===== src/rtl/trap_controller.sv =====
// ---------------------------------------------------------------------------
// trap_controller
//
// Machine-mode interrupt sequencer. It latches rising edges on the interrupt
// lines and picks the lowest-index enabled pending source. It then stalls and
// drains the pipeline, pulses the CSR file to save mepc/mcause, and redirects
// fetch to the handler. On mret it redirects fetch back to mepc.
//
// Optional feature macro: TRAP_CTRL_VECTORED_EN
//   defined     : redirect_pc = mtvec base + 4*(CAUSE_BASE+win_idx) (vectored)
//   not defined : redirect_pc = mtvec base for every source (direct)
//
// Ports
//   clock_i          clock, all state on rising edge
//   reset_i          synchronous active-high reset
//   irq_src_i        level interrupt lines (rising edge sets pending)
//   irq_mask_i       per-source enable (mie bits)
//   global_ie_i      mstatus.MIE
//   pipe_idle_i      pipeline drained acknowledge
//   pc_current_i     PC of the oldest unretired instruction
//   mtvec_i          handler base, bits [1:0] ignored
//   mepc_i           return address for mret
//   mret_i           one-cycle pulse when mret retires
//   stall_req_o      freezes fetch/issue
//   trap_take_o      one-cycle pulse: CSR file saves epc/cause, clears MIE
//   trap_cause_o     {1'b1, 31-bit code}
//   trap_epc_o       saved PC, held until the next trap
//   redirect_valid_o one-cycle pulse: fetch loads redirect_pc_o
//   redirect_pc_o    new fetch address
//   in_trap_o        handler is running
//   pending_o        latched pending bits
// ---------------------------------------------------------------------------
module trap_controller #(
   parameter int NUM_SRC    = 4,
   parameter int CAUSE_BASE = 11
) (
   input  logic               clock_i,
   input  logic               reset_i,
   input  logic [NUM_SRC-1:0] irq_src_i,
   input  logic [NUM_SRC-1:0] irq_mask_i,
   input  logic               global_ie_i,
   input  logic               pipe_idle_i,
   input  logic [31:0]        pc_current_i,
   input  logic [31:0]        mtvec_i,
   input  logic [31:0]        mepc_i,
   input  logic               mret_i,
   output logic               stall_req_o,
   output logic               trap_take_o,
   output logic [31:0]        trap_cause_o,
   output logic [31:0]        trap_epc_o,
   output logic               redirect_valid_o,
   output logic [31:0]        redirect_pc_o,
   output logic               in_trap_o,
   output logic [NUM_SRC-1:0] pending_o
);

   // Fixed index width covers the full 1..16 source range.
   localparam int IDX_W = 4;

   typedef enum logic [2:0] {
      ST_IDLE,
      ST_DRAIN,
      ST_SAVE,
      ST_REDIRECT,
      ST_IN_TRAP,
      ST_RETURN
   } state_t;

   state_t             state_q;
   logic [NUM_SRC-1:0] irq_prev_q;
   logic [NUM_SRC-1:0] pending_q;
   logic [NUM_SRC-1:0] pending_d;
   logic [IDX_W-1:0]   win_idx_q;
   logic [31:0]        trap_epc_q;
   logic [31:0]        trap_cause_q;
   logic               stall_req_q;
   logic               trap_take_q;
   logic               redirect_valid_q;
   logic [31:0]        redirect_pc_q;
   logic               in_trap_q;

   logic [NUM_SRC-1:0] irq_rise;
   logic [NUM_SRC-1:0] enabled;
   logic [NUM_SRC-1:0] clr_vec;
   logic [IDX_W-1:0]   sel_idx;
   logic [30:0]        cause_code;
   logic [31:0]        tvec_base;
   logic [31:0]        handler_pc;
   logic [1:0]         unused_tvec_bits;

   assign irq_rise         = irq_src_i & ~irq_prev_q;
   assign enabled          = pending_q & irq_mask_i;
   assign unused_tvec_bits = mtvec_i[1:0];

   // The winner is cleared only while in SAVE; a same-cycle rising edge on
   // that line re-sets it because the set term is ORed in last.
   for (genvar gi = 0; gi < NUM_SRC; gi++) begin : g_clr
      assign clr_vec[gi] = (state_q == ST_SAVE) && (win_idx_q == IDX_W'(gi));
   end

   assign pending_d = (pending_q & ~clr_vec) | irq_rise;

   // Lowest set index wins: scan downward so the smallest index is written last.
   always_comb begin
      sel_idx = '0;
      for (int i = NUM_SRC - 1; i >= 0; i--) begin
         if (enabled[i]) begin
            sel_idx = IDX_W'(i);
         end
      end
   end

   assign cause_code = 31'(CAUSE_BASE) + 31'(win_idx_q);
   assign tvec_base  = {mtvec_i[31:2], 2'b00};

`ifdef TRAP_CTRL_VECTORED_EN
   assign handler_pc = tvec_base + {cause_code[29:0], 2'b00};
`else
   assign handler_pc = tvec_base;
`endif

   // Outputs are registered alongside the state: each branch loads the
   // output values belonging to the state being entered.
   always_ff @(posedge clock_i) begin
      if (reset_i) begin
         state_q          <= ST_IDLE;
         irq_prev_q       <= '0;
         pending_q        <= '0;
         win_idx_q        <= '0;
         trap_epc_q       <= '0;
         trap_cause_q     <= '0;
         stall_req_q      <= 1'b0;
         trap_take_q      <= 1'b0;
         redirect_valid_q <= 1'b0;
         redirect_pc_q    <= '0;
         in_trap_q        <= 1'b0;
      end else begin
         irq_prev_q       <= irq_src_i;
         pending_q        <= pending_d;
         stall_req_q      <= 1'b0;
         trap_take_q      <= 1'b0;
         trap_cause_q     <= '0;
         redirect_valid_q <= 1'b0;
         redirect_pc_q    <= '0;
         in_trap_q        <= 1'b0;
         case (state_q)
            ST_IDLE: begin
               if (global_ie_i && (|enabled)) begin
                  win_idx_q   <= sel_idx;
                  state_q     <= ST_DRAIN;
                  stall_req_q <= 1'b1;
               end
            end
            ST_DRAIN: begin
               // win_idx_q stays frozen here regardless of pending/mask.
               stall_req_q <= 1'b1;
               if (pipe_idle_i) begin
                  trap_epc_q   <= pc_current_i;
                  state_q      <= ST_SAVE;
                  trap_take_q  <= 1'b1;
                  trap_cause_q <= {1'b1, cause_code};
               end
            end
            ST_SAVE: begin
               state_q          <= ST_REDIRECT;
               redirect_valid_q <= 1'b1;
               redirect_pc_q    <= handler_pc;
            end
            ST_REDIRECT: begin
               state_q   <= ST_IN_TRAP;
               in_trap_q <= 1'b1;
            end
            ST_IN_TRAP: begin
               // No nesting: new pending bits wait until after RETURN.
               if (mret_i) begin
                  state_q          <= ST_RETURN;
                  redirect_valid_q <= 1'b1;
                  redirect_pc_q    <= mepc_i;
               end else begin
                  in_trap_q <= 1'b1;
               end
            end
            ST_RETURN: begin
               state_q <= ST_IDLE;
            end
            default: begin
               state_q <= ST_IDLE;
            end
         endcase
      end
   end

   assign stall_req_o      = stall_req_q;
   assign trap_take_o      = trap_take_q;
   assign trap_cause_o     = trap_cause_q;
   assign trap_epc_o       = trap_epc_q;
   assign redirect_valid_o = redirect_valid_q;
   assign redirect_pc_o    = redirect_pc_q;
   assign in_trap_o        = in_trap_q;
   assign pending_o        = pending_q;

endmodule

===== config.mk =====
export PLATFORM = sky130hd
export DESIGN_NAME = trap_controller
export DESIGN_NICKNAME = d
export VERILOG_FILES = /design/src/rtl/trap_controller.sv
export SDC_FILE = /design/constraint.sdc
export NUM_CORES = 1
export LEC_CHECK = 0
export ABC_AREA = 0
export ABC_CLOCK_PERIOD_IN_PS = 3820
export CAP_MARGIN = 20
export CORE_ASPECT_RATIO = 1.1
export CORE_MARGIN = 4
export CORE_UTILIZATION = 40
export CTS_BUF_LIST = sky130_fd_sc_hd__clkbuf_8
export CTS_CLUSTER_DIAMETER = 50
export DETAILED_ROUTE_END_ITERATION = 10
export PLACE_DENSITY = 0.84
export RECOVER_POWER = 50
export SKIP_CTS_REPAIR_TIMING = 1
export SLEW_MARGIN = 5
export SYNTH_ARGS = -nofsm -noshare
export SYNTH_HDL_FRONTEND = slang
export SYNTH_SLANG_ARGS = --single-unit

===== constraint.sdc =====
create_clock -name clock_i -period 3.82 [get_ports clock_i]
set_clock_uncertainty 0.2 [all_clocks]
set_input_delay 1.146 -clock clock_i [delete_from_list [all_inputs] [get_ports clock_i]]
set_output_delay 1.146 -clock clock_i [all_outputs]
set_load 0.02 [all_outputs]

# [After elaboration in Yosys (flattened, before gate mapping)]
# Index checks and enable logic that the tools add are counted.
[totals] ff_bits=115 inputBits=109 out_inout_bits=104
[op_classes] mux=18 n_reduce_logical=13 add_sub_neg=1 n_bitwise=8 eq_ne=10
[op_table] op="$mux 32" n=2
[op_table] op="$pmux 32 s2" n=1
[op_table] op="$pmux 3 s5" n=1
[op_table] op="$and 4x4->4" n=3
[op_table] op="$mux 4" n=3
[op_table] op="$mux 3" n=3
[op_table] op="$eq 4x2->1 const B" n=2
[op_table] op="$not 4->4" n=2
[op_table] op="$eq 3x2->1 const B" n=2
[op_table] op="$ne 2x2->1 const B" n=3
[op_table] op="$pmux 1 s2" n=3
[op_table] op="$add 4x4->5 const A" n=1
[op_table] op="$logic_and 1x1->1" n=5
[op_table] op="$eq 4x1->1 const B" n=1
[op_table] op="$logic_not 4->1" n=1
[op_table] op="$mux 1" n=4
[op_table] op="$or 4x4->4" n=1
[op_table] op="$reduce_and 2->1" n=2
[op_table] op="$reduce_or 4->1" n=1
[op_table] op="$eq 3x1->1 const B" n=1
[op_table] op="$eq 3x3->1 const B" n=1
[op_table] op="$logic_not 3->1" n=1
[op_table] op="$reduce_and 3->1" n=1
[op_table] op="$reduce_or 3->1" n=1
[op_table] op="3 further kinds" n=4

# [Logic depth before layout (Yosys ltp)]
# Gate-level depths: netlist of the first run.
[logic_depth] ltp_word=5 ltp_mapped=7

# [Worst setup path before layout of the first run]
# OpenSTA, ideal clock, no wires.
[synth_path] kind="input-to-reg" start="input irq_mask_i[3]" end="register state_q[1]" arrival_ps=1851 required_ps=3500 stages=4 setup_ps=120 path_slack_ps=1649 n_path_buf=0 path_cell_list="a22o_1 > or2_2 > a21oi_1 > nor3_1"
[synth_via] elab_chain_len=5
[synth_rtl] item="from (decl)" line="40" text="input logic [NUM_SRC-1:0] irq_mask_i,"
[synth_rtl] item="$and 4x4->4" line="92" text="assign enabled = pending_q & irq_mask_i;"
[synth_rtl] item="$reduce_or 4->1" line="148" text="if (global_ie_i && (|enabled)) begin"
[synth_rtl] item="$logic_and 1x1->1" line="148"
[synth_rtl] item="$ne 2x2->1 (no line)"
[synth_rtl] item="$reduce_and 3->1 (no line)"
[synth_rtl] item="to (signal assigned)" line="150" text="state_q <= ST_DRAIN;"
[synth_rtl] item="to (signal assigned)" line="159" text="state_q <= ST_SAVE;"
[synth_rtl] item="to (signal assigned)" line="165" text="state_q <= ST_REDIRECT;"
[synth_rtl] item="to (decl)" line="69" text="state_t state_q;"
# Every way passes these cells.
# A chain may end at the register's enable or synchronous reset.

# [Final worst setup path of the first run]
[layout_path] start="input pipe_idle_i" end="register trap_epc_q[6], in the netlist trap_epc_o[6]"
[layout_via] elab_chain_len=1
[layout_rtl] item="from (decl)" line="42" text="input logic pipe_idle_i,"
[layout_rtl] item="$reduce_and 2->1 (no line)"
[layout_rtl] item="to (signal assigned)" line="158" text="trap_epc_q <= pc_current_i;"
[layout_rtl] item="to (decl)" line="74" text="logic [31:0] trap_epc_q;"
# Every way passes these cells.

==> impl_metrics.py, run 1 <==
metrics = {
    "status": {
        "status": "finished, final reports clean",
    },
    "yosys": {
        "yosys.area_share.simple": 0.194,
        "yosysMostFrequentCell": "dfxtp_1",
        "synth-seq-cells": 85,
        "synth_top_family_by_area": "simple AND/OR/NAND/NOR gates",
        "synth_edf_count": 0,
        "synth_cell_types": 32,
        "synth_area_per_cell_sq_um": 8.98,
        "synth.area.mux_share": 0.00602,
        "synth_area_leaders": "dfxtp_1 (51%), nand2_1 (8.2%), buf_4 (7.2%)",
        "synthTopCellsByCount": "dfxtp_1 (85), nand2_1 (73), a21oi_1 (42), nor2_1 (37), buf_4 (32)",
        "ys.flop_type": "dfxtp_1",
        "synth-xor-area-share": 0.00263,
        "netlist.area_leader.share": 0.512,
        "yosysWarnings": 0,
        "synth_compound_area_frac": 0.145,
        "synth_area_sq_um": 3320,
        "synthAdderAreaFrac": 0.0151,
        "syn_inst": 370,
        "synthArstFlopShare": 0,
        "synth_seq_area_share": 0.512,
        "yosysTopAreaCell": "dfxtp_1",
    },
    "sta": {
        "timing.hold.ws_ns": 0.254,
        "slew_violations": 0,
        "fin_crit_sh": 0.814,
        "fin_tns_setup_ns": 0,
        "fmaxAchievable_ghz": 0.321,
        "relSlewSlack": 0.158,
        "rsz0062_at_grt": "false",
        "finalSetupViolations": 0,
        "post-route-min-period_ns": 3.11,
        "hold_viol_final": 0,
        "tightest_slew_ns": 1.26,
    },
    "global_route": {
        "overflow": 0,
        "grtUsageMet2": 0.334,
        "grtUsageMet1": 0.198,
        "antenna_found_initial": 2,
        "met3_usage": 0.0834,
        "grt_max_degree": 57,
        "gr-max-usage-layer": "met2",
        "grt_pass1_vias": 3038,
        "grt_pass1_wl_mm": 14.8,
        "grt_util_all_layers": 0.190,
    },
    "power": {
        "p_per_area_nw_per_um2": 371,
        "p_total_mw": 1.94,
        "vdd_ir_drop_max_mv": 0.243,
        "cellLeakagePower_nw": 1.93,
    },
    "placed_design": {
        "hpwl_mm": 7.56,
        "placedCellCount": 637,
        "io_buffers": 183,
        "gp_congestion": 0.766,
    },
    "route": {
        "dr.pass1.iters": 4,
        "wl_mm": 9.73,
        "drtIter0Drc": 133,
        "antenna_left": 0,
        "vias": 3093,
        "vias_per_cell": 4.74,
        "wl_per_cell_microns": 14.9,
        "drc": 0,
    },
    "critical_path": {
        "required_ns": 3.86,
        "arrival_ns": 3.15,
        "crit_type": "input pin to flip-flop",
        "end_kind": "flip-flop",
        "rr_worst_depth": 4,
        "r2r_slack_ns": 1.55,
        "critPathMaxFanout": 37,
        "crit_path_start_kind": "input pin",
    },
    "final_layout": {
        "drive_gt1_frac": 0.0532,
        "area_growth_pct": 57.5,
        "fin_nets": 653,
        "diodes": 0,
        "fin_cells": 653,
        "num-fill-cells": 636,
    },
    "floorplanning": {
        "row_count": 34,
        "dieArea_sq_um": 9840,
        "start_util": 0.416,
        "core-area_sq_um": 8000,
        "chipWidth_microns": 94.9,
        "ios": 213,
        "die_h_microns": 104,
    },
    "clock_network": {
        "cts_sinks": 85,
        "clk_pin_slew_ns": 0.08,
        "cts_max_path_buffers": 2,
        "cts_root_buf": "clkbuf_8",
        "clkLatencyLatePin_ns": 0.34,
        "cts_tree": "built",
        "cts_buffers": 9,
        "htreeDepth": 3,
    },
    "job": {
        "drv_cap": 0,
    },
    "worst_hold_path": {
        "whs_path_depth": 2,
        "hold_class": "flip-flop to flip-flop",
    },
}
## routing by layer
layer  vias to the layer above  share of wire
li1                       1499              -
met1                      1422           0.37
met2                       152           0.48
met3                        16           0.13
met4                         4          0.015
met5                         -         0.0021
## cells by family (layout without fill, tap and decap cells)
logic type,count (synthesis),in the layout
fa+ha+maj,4,4
other cells,1,27
flops,85,85
xor+xnor,1,1
buf+inv,56,205
mux,2,2
compound gates,78,78
simple gates,143,143
## critical path, stage by stage
cell	delay, ns
dlygate4sd3_1	0.55
nor2b_1	0.16
nand2_1	0.93
nand2_1	0.14
a21oi_1	0.21
## sequential cells by signal (all words and copies together), names as in the netlist
name,cells
redirect_valid_o,1
win_idx_q,2
in_trap_o,1
pending_o,4
state_q,3
irq_prev_q,4
trap_epc_o,32
redirect_pc_o,32
stall_req_o,1
trap_cause_o,5
## stage by stage
| step | setup slack [ns] | cell area (sq um) | util |
|---|---|---|---|
| after detailed placement | 0.852 | 5020 | 0.628 |
| after floorplan | 1.65 | 3420 | - |
| after global routing | 0.555 | 5240 | 0.655 |
| after CTS | 1.08 | 5250 | 0.656 |
| after global placement | 0.871 | 5020 | 0.628 |
| final | 0.709 | 5240 | 0.655 |
## report_power, final
part | switching (mW) | internal [mW]
registers | 0.0197 | 0.915
clock network | 0.306 | 0.385
logic | 0.147 | 0.170
total | 0.472 | 1.47
## cell type report
type | instances | area, sq um | area share
clock buffer | 10 | 138 | 0.0263
clock inverter | 6 | 86.3 | 0.0165
inverter | 2 | 7.51 | 0.00143
multi-input combinational | 255 | 1300 | 0.249
sequential | 85 | 1700 | 0.325
tap | 108 | 135 | 0.0258
timing repair buffer | 187 | 1870 | 0.356
## placed cells by master (no fill, tap or decap), drive strengths merged, types with 3 or more instances in the layout
cell and n:
dlygate4sd3 22, nor3 6, nand2b 3, a21oi 42, conb 27, ha 4
clkbuf 12, clkdlybuf4s50 160, clkinv 3, dfxtp 85, a22oi 30, nor2 42
buf 3, nand2 74, nor2b 11
## worst paths after layout
kind,from,endpoint
max,pipe_idle_i,trap_epc_o[6]$_SDFFE_PP0P_
min reg2reg,trap_epc_o[20]$_SDFFE_PP0P_,trap_epc_o[20]$_SDFFE_PP0P_
max reg2reg,state_q[0]$_SDFFE_PP0P_,trap_epc_o[6]$_SDFFE_PP0P_
min,trap_epc_o[20]$_SDFFE_PP0P_,trap_epc_o[20]$_SDFFE_PP0P_
(Power assumes the default switching activity.)
==> run 2, diff against run 1 <==
--- a/config.mk
+++ b/config.mk
@@ -6,15 +6,15 @@
 export NUM_CORES = 1
 export LEC_CHECK = 0
 export ABC_AREA = 0
-export ABC_CLOCK_PERIOD_IN_PS = 3820
+export ABC_CLOCK_PERIOD_IN_PS = 3200
 export CAP_MARGIN = 20
 export CORE_ASPECT_RATIO = 1.1
 export CORE_MARGIN = 4
-export CORE_UTILIZATION = 40
+export CORE_UTILIZATION = 37
 export CTS_BUF_LIST = sky130_fd_sc_hd__clkbuf_8
 export CTS_CLUSTER_DIAMETER = 50
 export DETAILED_ROUTE_END_ITERATION = 10
-export PLACE_DENSITY = 0.84
+export PLACE_DENSITY = 0.79
 export RECOVER_POWER = 50
 export SKIP_CTS_REPAIR_TIMING = 1
 export SLEW_MARGIN = 5
==> constraint.sdc (replaced) <==
create_clock -name clock_i -period 3.2 [get_ports clock_i]
set_clock_uncertainty 0.2 [all_clocks]
set_input_delay 0.96 -clock clock_i [delete_from_list [all_inputs] [get_ports clock_i]]
set_output_delay 0.96 -clock clock_i [all_outputs]
set_load 0.02 [all_outputs]
==> run 2 against run 1 <==
Effect of this change:
- register-to-register slack worse by 0.22 ns
- cell area down 0.84%
- flip-flop and latch count unchanged
- die area up 7.4%
- worst hold slack better by 0.0042 ns
- core utilization down 6.7 points
==> impl_metrics.py, run 2 (synthesized netlist as in run 1, its figures left out) <==
metrics = {
    "final_layout": {
        "area_growth_pct": 56.2,
        "num-fill-cells": 779,
        "fin_nets": 654,
        "final_cell_mix": "clkdlybuf4s50_1 (158), dfxtp_1 (85), nand2_1 (73)",
        "layout_commonest_cell": "clkdlybuf4s50_1",
        "final-seq-area_sq_um": 1700,
        "drive_gt1_frac": 0.0513,
        "fin_area_sq_um": 5190,
        "multi_input_area_sq_um": 1310,
    },
    "critical_path": {
        "cp_cell_sequence": "dlygate4sd3_1 -> nor2b_1 -> nand2_2 -> nand2_1 -> a21oi_1",
        "critPathMaxFanout": 37,
        "critPathCapture": "trap_epc_o[16]$_SDFFE_PP0P_",
        "end_kind": "flip-flop",
        "cp_slowest_cell": "dlygate4sd3_1",
        "rr_worst_depth": 4,
        "r2r_end": "trap_epc_o[16]$_SDFFE_PP0P_",
        "crit_family": "simple AND/OR/NAND/NOR gates",
        "crit_path_start_kind": "input pin",
        "required_ns": 3.17,
        "rr_startpoint": "state_q[0]$_SDFFE_PP0P_",
        "critPathMaxStageDelay_ns": 0.55,
        "startpoint": "pipe_idle_i",
        "r2r_slack_ns": 1.33,
        "arrival_ns": 2.52,
        "cp.depth": 5,
        "critPathBufInv": 1,
        "crit_type": "input pin to flip-flop",
    },
    "clock_network": {
        "cts_buffers": 9,
        "cts_root_buf": "clkbuf_8",
        "htreeDepth": 3,
        "clkLatencyLatePin_ns": 0.34,
        "clk_pin_slew_ns": 0.08,
        "cts_tree": "built",
        "cts_sinks": 85,
        "cts_max_path_buffers": 2,
    },
    "floorplanning": {
        "die_h_microns": 107,
        "dieArea_sq_um": 10600,
        "row_count": 36,
        "chipWidth_microns": 98.4,
        "start_util": 0.377,
        "core-area_sq_um": 8830,
        "ios": 213,
    },
    "power": {
        "switching_share": 0.266,
        "p_per_area_nw_per_um2": 411,
        "p_seq_frac": 0.523,
        "p_sw_uw": 567,
        "vdd_ir_drop_max_mv": 0.254,
        "internal-power_mw": 1.57,
        "combPwrFrac": 0.177,
        "clkPwrFrac": 0.300,
        "cellLeakagePower_nw": 1.93,
    },
    "route": {
        "wl_per_cell_microns": 14.7,
        "wl_mm": 9.72,
        "dr.pass1.iters": 4,
        "vias_per_cell": 4.60,
        "drtIter0Drc": 126,
        "vias": 3041,
        "drc": 0,
        "antenna_left": 0,
    },
    "sta": {
        "tightest_slew_ns": 1.15,
        "slew_violations": 0,
        "hold_viol_final": 0,
        "fin_crit_sh": 0.797,
        "finalSetupViolations": 0,
        "rsz0062_at_grt": "false",
        "post-route-min-period_ns": 2.55,
        "relSlewSlack": 0.236,
        "fin_tns_setup_ns": 0,
        "fmaxAchievable_ghz": 0.392,
    },
    "placed_design": {
        "gp_congestion": 0.854,
        "io_buffers": 183,
        "place_area_sq_um": 5040,
        "hpwl_mm": 7.38,
    },
    "job": {
        "drv_cap": 0,
    },
    "global_route": {
        "overflow": 0,
        "grt_pass1_wl_mm": 14.8,
        "grt_pass1_vias": 3041,
        "grt_max_degree": 57,
        "grt_util_all_layers": 0.177,
        "antenna_found_initial": 1,
    },
    "status": {
        "status": "finished, final reports clean",
    },
    "worst_hold_path": {
        "hold_class": "flip-flop to flip-flop",
    },
}
## run 2: worst register-to-register path, cell delays in order (launching register included)
cell	delay, ns
dfxtp_1	0.51
nor2b_4	0.26
nand2_2	0.44
nand2_1	0.23
a21oi_1	0.08
## run 2: worst min-delay path by stage
| stage | start | end | cells past startpoint |
|---|---|---|---|
| 6_report | trap_epc_o[23]$_SDFFE_PP0P_ | trap_epc_o[23]$_SDFFE_PP0P_ | 2 |
| 5_1_grt | trap_epc_o[23]$_SDFFE_PP0P_ | trap_epc_o[23]$_SDFFE_PP0P_ | 2 |
| 4_1_cts | trap_epc_o[26]$_SDFFE_PP0P_ | trap_epc_o[26]$_SDFFE_PP0P_ | 2 |
| 3_5_place_dp | trap_epc_o[26]$_SDFFE_PP0P_ | trap_epc_o[26]$_SDFFE_PP0P_ | 2 |
| 3_3_place_gp | trap_epc_o[30]$_SDFFE_PP0P_ | trap_epc_o[30]$_SDFFE_PP0P_ | 2 |
| 2_1_floorplan | win_idx_q[0]$_SDFFE_PP0P_ | trap_cause_o[0]$_SDFF_PP0_ | 1 |
## run 2: per-stage QoR
step | total power, mW | util | setup WS, ns | hold slack (ns) | cells
2_1_floorplan | 1.34 | - | 1.21 | 0.282 | 396
3_3_place_gp | 1.51 | 0.570 | 0.500 | 0.243 | 644
3_5_place_dp | 1.52 | 0.570 | 0.440 | 0.247 | 644
4_1_cts | 2.17 | 0.589 | 0.645 | 0.258 | 660
5_1_grt | 2.25 | 0.588 | 0.501 | 0.282 | 661
6_report | 2.13 | 0.588 | 0.650 | 0.258 | 661
## run 2: final cells by class
type	count	share of cell area
timing repair buffer	188	0.361
sequential	85	0.328
multi-input combinational	255	0.251
tap	114	0.0275
clock buffer	9	0.0239
clock inverter	7	0.00699
inverter	2	0.00145
antenna	1	0.000482
## run 2: power groups by stage
stage          clock, mW  sequential (mW)  combinational [mW]
5_1_grt            0.720             1.12               0.406
2_1_floorplan          0             1.17               0.172
4_1_cts            0.670             1.12               0.381
3_3_place_gp           0             1.14               0.374
3_5_place_dp           0             1.14               0.379
6_report           0.640             1.12               0.376
## run 2: routing by layer
layer,up-vias,part of all wire,GRT usage
li1,1509,-,-
met1,1371,0.39,0.194
met2,149,0.49,0.307
met3,12,0.098,0.0648
met4,0,0.021,0.0780
met5,-,0,0
==> RTL change 1: new RTL, settings of run 2 <==
Register the output `redirect_pc_o` once more, with the module's reset; this adds one clock of latency there. The other outputs are not delayed to match. Comments in the files are not updated.
--- a/src/rtl/trap_controller.sv
+++ b/src/rtl/trap_controller.sv
@@ -197,3 +197,9 @@
    assign redirect_valid_o = redirect_valid_q;
-   assign redirect_pc_o    = redirect_pc_q;
+   always_ff @(posedge clock_i) begin
+      if (reset_i) begin
+         redirect_pc_o <= '0;
+      end else begin
+         redirect_pc_o <= redirect_pc_q;
+      end
+   end
    assign in_trap_o        = in_trap_q;
Behaviour: not the same (Yosys sat finds a counterexample within 10 cycles, from zero or initial values and one cycle with reset_i high).
==> RTL change 1 against run 2 <==
- the flow now finishes with violations (capacitance limit, slew limit)
- register-to-register slack got worse by 0.17 ns
- critical path depth is 1 lower
- final cell count grew 17%
- routed wire length is 9.7% higher
- cell area up 21%
- sequential cell count is 32 higher
- total power grew 54%
- global-route usage decreased by 2.0 points
- first-iteration DRC count rose by 12%
- synthesized area rose by 26%
- setup slack got worse by 0.15 ns
- critical path type unchanged
- largest power group unchanged
- highest routed layer unchanged
==> RTL change 1: results <==
power:
  p_leak_nw: 2.288
  ir_drop_mv: 0.2389
cells_and_area:
  drive_gt1_share_pct: 7.508
  nets: 726
  multi_input_gates: 287
  nNonClkBuffers: 188
  final-clk-cell-share_pct: 6.565
  n_antenna_cell: 0
  seqAreaFraction_pct: 37.13
  multi_input_area_share_pct: 23.90
  finalNonFillerCells: 773
  fillers: 945
  post-route-util_pct: 57.30
global_route:
  track_usage_pct: 15.70
  grt_pass1_wl_um: 15940
  grt_max_degree: 44
setup_path:
  cp_slowest_cell: "clkbuf_1"
  critPathMaxStageDelay_ns: 1.31
  crit_family: "buffers and inverters"
run_status:
  status: "complete, but fails checks"
  violations: "capacitance limit, slew limit"
yosys:
  synth_cell_types: 33
  synthCells: 438
  ys_warn_count: 0
  synthAdderAreaFrac_pct: 1.194
  ys_top_cells_by_count: "dfxtp_1, nand2_1, a21oi_1"
  synthXorXnorAreaFrac_pct: 0.2090
  synth_compound_area_share_pct: 11.53
  synth.area.mux_share_pct: 0.4778
  synth-seq-area-share_pct: 55.90
sta:
  worstMarginPinSlew_ns: 1.768
  slew_viol_final: 86
clock_network:
  clkLatencyLatePin_ns: 0.40
  htreeDepth: 4
place:
  post_dp_cell_area_um2: 5913
  place_inst: 741
  post-place-ws_ns: 0.4466
  place_hpwl_um: 7888
  globalplace.congestion: 0.7025
routing:
  drtIter0Drc: 141
  routedWlPerCell_um: 13.80
  drcViolationCount: 0
job:
  maxCapViolCount: 2
worst_hold_path:
  hold-path-cell-count: 1
==> RTL change 1: changes by cell type after synthesis <==
cell / change
buf_1: +1
dfxtp_1: +32
clkbuf_1: +1
nor2_1: -3
nor2b_1: +32
buf_2: +2
nor2_2: +3
==> RTL change 1: power groups by stage <==
stage / Combinational (W) / Clock [W] / Sequential, W
floorplan: 0.000178 / 0 / 0.00158
global placement: 0.000380 / 0 / 0.00155
detailed placement: 0.000387 / 0 / 0.00155
CTS: 0.000388 / 0.00143 / 0.00152
global route: 0.000413 / 0.00150 / 0.00152
finish: 0.000381 / 0.00139 / 0.00152
==> RTL change 1: path summary, 6_finish.rpt <==
| check | startpoint | end | slack (ns) |
|---|---|---|---|
| setup reg to reg | state_q[0] | trap_epc_o[10] | 1.16 |
| hold reg to reg | redirect_pc_q[17] | redirect_pc_o[17] | 0.24 |
| hold / removal | redirect_pc_q[17] | redirect_pc_o[17] | 0.24 |
| setup / recovery | reset_i | win_idx_q[0] | 0.50 |
==> RTL change 1: cells by family (layout without fill, tap and decap cells) <==
family,after synthesis,in the layout
compound gates,78,78
xor+xnor,1,1
fa+ha+maj,4,4
buf+inv,60,222
flops,117,117
mux,2,2
other cells,1,27
simple gates,175,175
==> RTL change 1: metal layers <==
metal / wire, um / vias to the layer above / global-route usage, %
met2: 5571 / 149 / 29.16
met3: 1110 / 10 / 6.240
met1: 3903 / 1588 / 15.58
met4: 79 / 0 / 5.144
li1: - / 1720 / -
met5: 0 / - / 0
==> RTL change 2: new RTL, flow settings as in run 2 <==
Without the edit above. Set the parameter `NUM_SRC` to 3 (it was 4).
--- a/src/rtl/trap_controller.sv
+++ b/src/rtl/trap_controller.sv
@@ -33,3 +33,3 @@
 module trap_controller #(
-   parameter int NUM_SRC    = 4,
+   parameter int NUM_SRC    = 3,
    parameter int CAUSE_BASE = 11
Interface: changed (resized irq_mask_i, irq_src_i and pending_o); port bits go from 213 to 210. No check against the original RTL was run, so the function may have changed too.
==> RTL change 2 against run 2 <==
- routed wire length rose by 4.0%
- cell area shrank 0.80%
- maximum frequency fell by 1.0%
- final cell count shrank 2.4%
- combinational power increased by 3%
- die area up 1.4%
- total power increased by 2.9%
- sequential cell count shrank 2
- non-clock buffer count is 2 lower
- setup slack worse by 0.026 ns
- synthesized area up 1.5%
==> RTL change 2: results <==
worst_hold_path:
  hold_path_startpoint: "trap_epc_o[16]"
cells_and_area:
  drive_gt1_share_pct: 6.215
  fillers: 775
  n_antenna_cell: 0
  nets: 637
routing:
  routedWlPerCell_um: 15.67
  drtIter0Drc: 144
  dr_total_vias: 3039
  dr_wl_met3_um: 1164
  wl_met2_um: 4835
place:
  post_dp_cell_area_um2: 5110
  io_buffers: 180
  post-place-ws_ns: 0.5778
  globalplace.congestion: 0.8472
  place_hpwl_um: 7600
setup_path:
  cp_data_arrival_time_ns: 1.42
  cp_slowest_cell: "clkdlybuf4s50_1"
  r2r_slack_ns: 1.03
  timing.rr.start: "state_q[1]"
power:
  share_seq_of_total_power_pct: 49.8
  switching_share_pct: 28.52
  power_frac_clock_pct: 32.5
  ir_drop_mv: 0.2773
yosys:
  synth-seq-area-share_pct: 49.22
  synth_compound_area_share_pct: 19.13
  synth_area_per_cell_um2: 9.403
  synth.area.mux_share_pct: 0.2965
  synthXorXnorAreaFrac_pct: 0.2595
  synth.area.top_cells: "dfxtp_1, a22oi_2, buf_4"
  ys_top_cells_by_count: "dfxtp_1, nand2_1, a21oi_1"
  synth_cell_types: 35
global_route:
  track_usage_pct: 18.28
  grt_max_degree: 54
  grt_pass1_wl_um: 15460
sta:
  relSlewSlack_pct: 27.87
  whs_ns: 0.2567
run_status:
  status: "finished clean"
die:
  core_area_um2: 8874
-- RTL change 2: final cells by class --
type	count	share of cell area (%)
Timing Repair Buffer	186	36.14
Multi-Input combinational cell	244	25.14
Inverter	2	0.1457
Sequential cell	83	32.26
Clock buffer	9	2.405
Clock inverter	7	1.142
Tap cell	114	2.769
-- RTL change 2: metal layers --
layer | vias to the layer above | GRT usage (%)
met4 | 0 | 6.244
li1 | 1474 | -
met5 | - | 0
met1 | 1394 | 20.53
met2 | 159 | 30.47
met3 | 12 | 8.645
-- RTL change 2: worst max path at each step --
stage / startpoint / endpoint / slack (ns) / cells past startpoint
after floorplan: reset_i / redirect_pc_o[10] / 1.16 / 4
after global placement: mret_i / redirect_pc_o[9] / 0.58 / 5
after detailed placement: mret_i / redirect_pc_o[9] / 0.58 / 5
after CTS: pending_o[1] / pending_o[1] / 0.61 / 1
after global routing: pipe_idle_i / trap_epc_o[18] / 0.54 / 5
final: pending_o[1] / pending_o[1] / 0.62 / 1
